===== config.mk =====
export PLATFORM = sky130hd
export DESIGN_NAME = muldiv_unit
export DESIGN_NICKNAME = d
export VERILOG_FILES = /design/src/rtl/muldiv_unit.sv
export SDC_FILE = /design/constraint.sdc
export NUM_CORES = 1
export LEC_CHECK = 0
export ABC_AREA = 1
export BUFFER_PORTS_ARGS = -buffer_cell sky130_fd_sc_hd__buf_2
export CORE_MARGIN = 2
export CORE_UTILIZATION = 35
export DETAILED_ROUTE_END_ITERATION = 7
export GPL_TIMING_DRIVEN = 0
export PLACE_DENSITY = 0.61
export SLEW_MARGIN = 20
export SYNTH_ARGS = -nofsm -noshare
export SYNTH_HDL_FRONTEND = slang
export SYNTH_SLANG_ARGS = --single-unit

===== constraint.sdc =====
create_clock -name clk -period 2.8 [get_ports clk]
set_input_delay 0.28 -clock clk [delete_from_list [all_inputs] [get_ports clk]]
set_output_delay 0.28 -clock clk [all_outputs]
set_load 0.01 [all_outputs]

===== src/rtl/muldiv_unit.sv =====
// Iterative HI/LO multiply/divide unit: shift-add multiply, restoring divide,
// one bit per cycle on operand magnitudes with a final sign-correction cycle.
module muldiv_unit #(
    parameter int WIDTH = 32
) (
    input  logic             clk,
    input  logic             rst,
    input  logic             start,
    input  logic [1:0]       op,
    input  logic [WIDTH-1:0] a,
    input  logic [WIDTH-1:0] b,
    input  logic             mthi,
    input  logic             mtlo,
    output logic [WIDTH-1:0] hi,
    output logic [WIDTH-1:0] lo,
    output logic             busy,
    output logic             done
);

    typedef enum logic [1:0] {
        IDLE,
        RUN,
        FIX
    } state_t;

    localparam int CW = $clog2(WIDTH);

    state_t           state;
    logic [CW-1:0]    cnt;
    logic             is_div;
    logic             neg_q;
    logic             neg_r;
    logic             dz;
    logic [WIDTH-1:0] mag_b;
    logic [WIDTH-1:0] acc;
    logic [WIDTH-1:0] sh;
    logic [WIDTH-1:0] a_raw;

    function automatic logic [WIDTH-1:0] mag(
        input logic [WIDTH-1:0] v,
        input logic             sgn
    );
        return (sgn && v[WIDTH-1]) ? -v : v;
    endfunction

    // acc is the product upper half / partial remainder; sh is the
    // multiplier shifting out / dividend shifting out as quotient shifts in
    logic [WIDTH:0]     add_sum;
    logic [WIDTH:0]     trial;
    logic               fits;
    logic [WIDTH-1:0]   rem_next;
    logic [2*WIDTH-1:0] prod;
    logic [2*WIDTH-1:0] prod_fix;
    logic [WIDTH-1:0]   q_fix;
    logic [WIDTH-1:0]   r_fix;
    logic               sgn_op;

    assign add_sum  = {1'b0, acc} + (sh[0] ? {1'b0, mag_b} : '0);
    assign trial    = {acc, sh[WIDTH-1]};
    assign fits     = trial >= {1'b0, mag_b};
    assign rem_next = fits ? WIDTH'(trial - {1'b0, mag_b})
                           : trial[WIDTH-1:0];
    assign prod     = {acc, sh};
    assign prod_fix = neg_q ? -prod : prod;
    assign q_fix    = neg_q ? -sh : sh;
    assign r_fix    = neg_r ? -acc : acc;
    assign sgn_op   = ~op[0];

    always_ff @(posedge clk) begin
        if (rst) begin
            state  <= IDLE;
            cnt    <= '0;
            is_div <= 1'b0;
            neg_q  <= 1'b0;
            neg_r  <= 1'b0;
            dz     <= 1'b0;
            mag_b  <= '0;
            acc    <= '0;
            sh     <= '0;
            a_raw  <= '0;
            hi     <= '0;
            lo     <= '0;
            busy   <= 1'b0;
            done   <= 1'b0;
        end else begin
            done <= 1'b0;
            unique case (state)
                IDLE: begin
                    if (start) begin
                        is_div <= op[1];
                        mag_b  <= mag(b, sgn_op);
                        sh     <= mag(a, sgn_op);
                        acc    <= '0;
                        a_raw  <= a;
                        neg_q  <= sgn_op & (a[WIDTH-1] ^ b[WIDTH-1]);
                        neg_r  <= sgn_op & op[1] & a[WIDTH-1];
                        dz     <= op[1] & (b == '0);
                        cnt    <= '0;
                        busy   <= 1'b1;
                        state  <= RUN;
                    end else begin
                        if (mthi) hi <= a;
                        if (mtlo) lo <= a;
                    end
                end
                RUN: begin
                    cnt <= cnt + 1'b1;
                    if (is_div) begin
                        acc <= rem_next;
                        sh  <= {sh[WIDTH-2:0], fits};
                    end else begin
                        acc <= add_sum[WIDTH:1];
                        sh  <= {add_sum[0], sh[WIDTH-1:1]};
                    end
                    if (cnt == CW'(WIDTH - 1)) state <= FIX;
                end
                FIX: begin
                    unique case (1'b1)
                        dz: begin
                            hi <= a_raw;
                            lo <= '1;
                        end
                        is_div && !dz: begin
                            hi <= r_fix;
                            lo <= q_fix;
                        end
                        !is_div: begin
                            {hi, lo} <= prod_fix;
                        end
                        default: ;
                    endcase
                    done  <= 1'b1;
                    busy  <= 1'b0;
                    state <= IDLE;
                end
                default: state <= IDLE;
            endcase
        end
    end

endmodule


-- Word level (Yosys, flattened, before mapping)
Cells that the tools add are included.
- register bits: 205
- bits of input ports: 71
- bitwise operators: 6
- reduce and logical (&&, ||, !) cells: 15
- add/sub/neg operators: 8
- muxes and demuxes: 29
- equality and inequality tests: 9
- order comparisons: 1
- operators with widths (kind ; count):
    2-to-1 mux 32 bit ; 14
    case mux 32 bit (2 select lines) ; 4
    case mux 32 bit (3 select lines) ; 2
    negator 32 bit ; 4
    2-to-1 mux 64 bit ; 1
    negator 64 bit ; 1
    adder 32 x 32 -> 33 bit ; 1
    >= comparator 33 x 32 -> 1 bit ; 1
    zero test 32 bit ; 1
    subtractor 32 bit ; 1
    inequality test 2 bit, second input constant ; 5
    case mux 5 bit (2 select lines) ; 1
    AND reduction 2 bit ; 4
    AND reduction 4 bit ; 2
    adder 5 x 1 -> 5 bit, second input constant ; 1
    equality test 5 bit, second input constant ; 1
    2-to-1 mux 5 bit ; 1
    AND 1 bit ; 4
    2-to-1 mux 2 bit ; 2
    inequality test 4 bit, second input constant ; 1
    case mux 2 bit (2 select lines) ; 1
    nonzero test 2 bit ; 2
    logical AND 1 bit ; 3
    equality test 2 x 1 -> 1 bit, second input constant ; 1
    other kinds (7) ; 9

-- Longest topological paths before layout
- depth in word-level cells: 5
- depth in mapped cells: 20
- gate-level depth less buffers: 18

-- Least setup slack after synthesis
No wires, ideal clock.
- kind: flip-flop to flip-flop
- start: register sh[0]
- end: register acc[19]
- required time: 2.730 ns
- library setup time: 0.070 ns
- path slack: 0.380 ns
- stages on the path, launching flop included: 19
- arrival: 2.349 ns
- clock period less this slack: 2.420 ns
- path through: dfxtp_1 -> buf_6 -> clkbuf_1 -> nand2_1 -> inv_1 -> ha_1 -> inv_1 -> fa_1 -> inv_1 -> nand3_1 -> nand3_1 -> nand3_1 -> nand3_1 -> nand2_1 -> nand2_1 -> nor2_1 -> o21ai_0 -> nand3_1 -> a21oi_1
- longest elaborated chain between the ends: 4
- ends and longest elaborated chain (item ; RTL line ; source):
    from (decl) ; 36 ; logic [WIDTH-1:0] sh;
    from (signal assigned) ; 92 ; sh <= mag(a, sgn_op);
    from (signal assigned) ; 110 ; sh <= {sh[WIDTH-2:0], fits};
    from (signal assigned) ; 113 ; sh <= {add_sum[0], sh[WIDTH-1:1]};
    2-to-1 mux 32 bit ; 58 ; assign add_sum = {1'b0, acc} + (sh[0] ? {1'b0, mag_b} : '0);
    adder 32 x 32 -> 33 bit ; 58 ;
    2-to-1 mux 32 bit ; 108 ; if (is_div) begin
    case mux 32 bit (2 select lines) ; 87 ; unique case (state)
    to (signal assigned) ; 109 ; acc <= rem_next;
    to (signal assigned) ; 112 ; acc <= add_sum[WIDTH:1];
    to (decl) ; 35 ; logic [WIDTH-1:0] acc;
Every way passes these cells.
A chain may end at the register's enable or synchronous reset.

-- Final worst setup path
- start: register neg_q
- end: register lo[24]
- longest elaborated chain between the ends: 3
- elaborated cells between the ends (all ways): 4
- classes of those cells: mux (4)
- ends and longest elaborated chain (item ; RTL line ; source):
    from (decl) ; 31 ; logic neg_q;
    from (signal assigned) ; 95 ; neg_q <= sgn_op & (a[WIDTH-1] ^ b[WIDTH-1]);
    2-to-1 mux 64 bit or 2-to-1 mux 32 bit (tied branches) ; 64, 65 ;
    case mux 32 bit (3 select lines) (*) ; 118 ; unique case (1'b1)
    case mux 32 bit (2 select lines) (*) ; 87 ;
    to (signal assigned) ; 125 ; lo <= q_fix;
    to (signal assigned) ; 128 ; {hi, lo} <= prod_fix;
    to (decl) ; 15 ; output logic [WIDTH-1:0] lo,
Mark *: on every way between the ends. The rest lies on a longest branch, timed or not.

==> summary.txt <==
STA
  • Final Cycle Share: 0.982
  • Min cycle time layout: roughly 2.8 ns
  • Fmax: 364 MHz
  • Final Hold Viols: 0
  • Pins over their slew limit: 0
  • Setup ws final: 0.0497 ns
  • Least-Margin Pin Slew: 1.22 ns
  • Final Setup Violations: 0
  • TNS Setup: 0 ns
  • Slew headroom: 0.188
  • Final Skew: 0.0172 ns

Run status
  • Status: finished, final reports clean

Clock tree
  • Clock sinks: slightly above 200
  • Clk slew on worst S/H paths: 0.07 ns
  • H-tree levels: 1
  • Clk root buf: clkbuf_16
  • Clock tree buffer depth: 3
  • Number of CTS-inserted buffers: 25
  • Clock insertion delay at the later pin of the skew report: 0.56 ns
  • TritonCTS clock tree: yes
  • # hold bufs at CTS: 0

Global routing
  • First-pass GRT wire length: approximately 150000 µm
  • Total GRT Usage: 0.346
  • GRT overflow: 0
  • Largest net degree at the start of global routing: 14
  • Initial antenna violation count: 2
  • Vias in the first global route: 22274

Detailed routing
  • WL final: 101000 µm
  • DR DRC count: 0
  • Routed vias: between 20000 and 25000
  • DR iter-0 viols: 2876
  • Wire length per cell: approximately 23 µm
  • Antenna Nets Post-Route: 0
  • 1st-pass router iterations: 6
  • Via density per instance: 5.58

Worst setup path
  • Worst Path Max Fanout: 10
  • Worst setup SP type: register
  • Worst setup EP type: register
  • Critical path origin: neg_q
  • R2r setup slk: 0.05 ns
  • CP required: 3.22 ns
  • Critical path arrival: 3.17 ns
  • R2R depth: 5
  • Critical setup path kind: register to register
  • Capture point of the worst reg-to-reg path: lo[24]
  • Crit path capture: lo[24]
  • Reg2reg start: neg_q

Final layout
  • Net count, final: 3810
  • Layout Utilization: 0.409
  • Commonest non-fill, non-tap cells in the layout: 963 x nand2_1, 452 x inv_1, 386 x nor2_1
  • Fraction of layout cells with a size suffix above 1: 0.107
  • Area growth, synth to finish: 15.0%
  • Commonest non-fill, non-tap cell in the layout: nand2_1

Synthesis
  • Register area share after synthesis: 0.213
  • Top FF cell, synth: dfxtp_1
  • Post-synthesis async set-or-reset flop share: 0
  • Net Count, Synth: between 3000 and 4000
  • Post-synth EDFFs: 0
  • Yosys reg bits: 205
  • Post-Syn Area: approximately 0.019 mm²
  • Mapped Avg Cell Area: 5.51 µm²
  • Yosys warnings: 0
  • Cells after Synth: 3494
  • Synth cell types: 47

Floorplanning
  • I/O Pins: 137
  • # rows: 85
  • Chip Width: approximately 240 µm
  • Core box area: 0.0541 mm²
  • Die Span Y: 238 µm
  • Starting Density: 0.355
  • Total die area: ~0.057 mm²

Place
  • Hpwl dp: 82800 µm
  • IO buf count: about 140
  • Setup WS pre-CTS: -0.582 ns
  • GP Congestion: between 1 and 1.5

Power and ir drop
  • Power Density: 483 mW/mm²
  • Worst vdd ir: 0.289 mV
  • Leak pwr: 10.8 nW
  • Power Total: 0.0107 W

Worst hold path
  • Hold crit path type: primary input to register

Job
  • Max_cap viols: 0
-- metrics by stage --
step	hold slack, ns	std cells	cell area (µm²)
3_3_place_gp	0.454	4326	20800
3_5_place_dp	0.461	4326	20800
2_1_floorplan	0.429	3494	19200
4_1_cts	0.0000680	4376	21800
5_1_grt	0.0310	4381	22100
6_report	0.00765	4382	22100
-- registers in the layout, summed over array words and instances, names as in the netlist --
register / flops
cnt: 5
busy: 1
mag_b: 32
neg_q: 1
state: 2
hi: 32
done: 1
sh: 32
dz: 1
a_raw: 32
neg_r: 1
acc: 32
is_div: 1
lo: 32
-- worst min path at each step --
stage | start | to | slack, ns | depth (start not counted)
floorplan | a[16] | a_raw[16] | 0.43 | 2
global placement | cnt[3] | cnt[3] | 0.45 | 2
detailed placement | cnt[4] | cnt[4] | 0.46 | 2
CTS | b[0] | mag_b[0] | 0.00007 | 3
global route | b[19] | mag_b[19] | 0.03 | 3
finish | b[19] | mag_b[19] | 0.008 | 3
-- report_power, final --
part / total, W / leakage [nW] / switching [W] / internal [W]
combinational: 0.00376 / 8.65 / 0.00272 / 0.00104
sequential: 0.00348 / 1.71 / 0.000326 / 0.00316
clock: 0.00344 / 0.409 / 0.00144 / 0.00200
total: 0.0107 / 10.8 / 0.00449 / 0.00620
-- cell type report --
| type | instances | area, µm² |
|---|---|---|
| Antenna cell | 1 | 2.50 |
| Tap cell | 696 | 871 |
| Multi-Input combinational cell | 2679 | 13100 |
| Inverter | 471 | 1780 |
| Clock buffer | 28 | 667 |
| Timing Repair Buffer | 146 | 756 |
| Fill cell | 6124 | 32000 |
| Clock inverter | 17 | 184 |
| Buffer | 139 | 614 |
| Sequential cell | 205 | 4190 |
-- cell usage after synthesis, types with 5 or more instances --
library cell	instances	share of area
inv_2	10	0.0020
a21oi_1	348	0.091
o21bai_1	12	0.0047
inv_1	460	0.090
o21ai_0	297	0.077
clkbuf_1	102	0.020
ha_1	70	0.046
buf_2	19	0.0049
or2_2	7	0.0023
o21ai_1	10	0.0026
nor2_1	403	0.079
nor2_2	16	0.0052
dfxtp_1	205	0.21
nor3_2	5	0.0026
nand2_2	6	0.0020
xnor2_1	7	0.0032
nor3_1	28	0.0073
buf_1	11	0.0021
a31oi_1	18	0.0059
nand3_1	338	0.088
xor2_1	39	0.018
o211ai_1	12	0.0047
nand3b_1	11	0.0043
nand2_1	976	0.19
buf_6	5	0.0029
nand4_1	33	0.011
nor4_1	6	0.0020
-- layer usage --
layer / up-vias / global-route usage / part of all wire
met3: 195 / 0.106 / 0.12
met2: 1290 / 0.499 / 0.40
met1: 11332 / 0.480 / 0.43
met5: - / 0 / 0
met4: 0 / 0.132 / 0.041
li1: 11648 / - / -
-- cell families (layout without fill, tap and decap cells) --
family                     Yosys count  after routing  synth area share
and+or+nand+nor                   1841           1841             0.400
AOI/OAI and AO/OA                  720            720             0.195
buffers and inverters              610            801             0.123
DFF                                205            205             0.213
adders and majority gates           72             72            0.0476
xor gates and xnor gates            46             46            0.0209
other                                0              1                 0
-- critical path, stage by stage (launching register included) --
cell	delay [ns]
dfxtp_1	0.53
clkbuf_1	0.64
clkbuf_1	0.77
a21oi_1	0.15
o21ai_0	0.41
a21oi_1	0.11
-- what timing repair did --
action	CTS	global route
setup endpoints to repair	33	67
pin swaps	2	3
setup buffers	5	5
gates resized for setup	46	109
(Power assumes the default switching activity.)
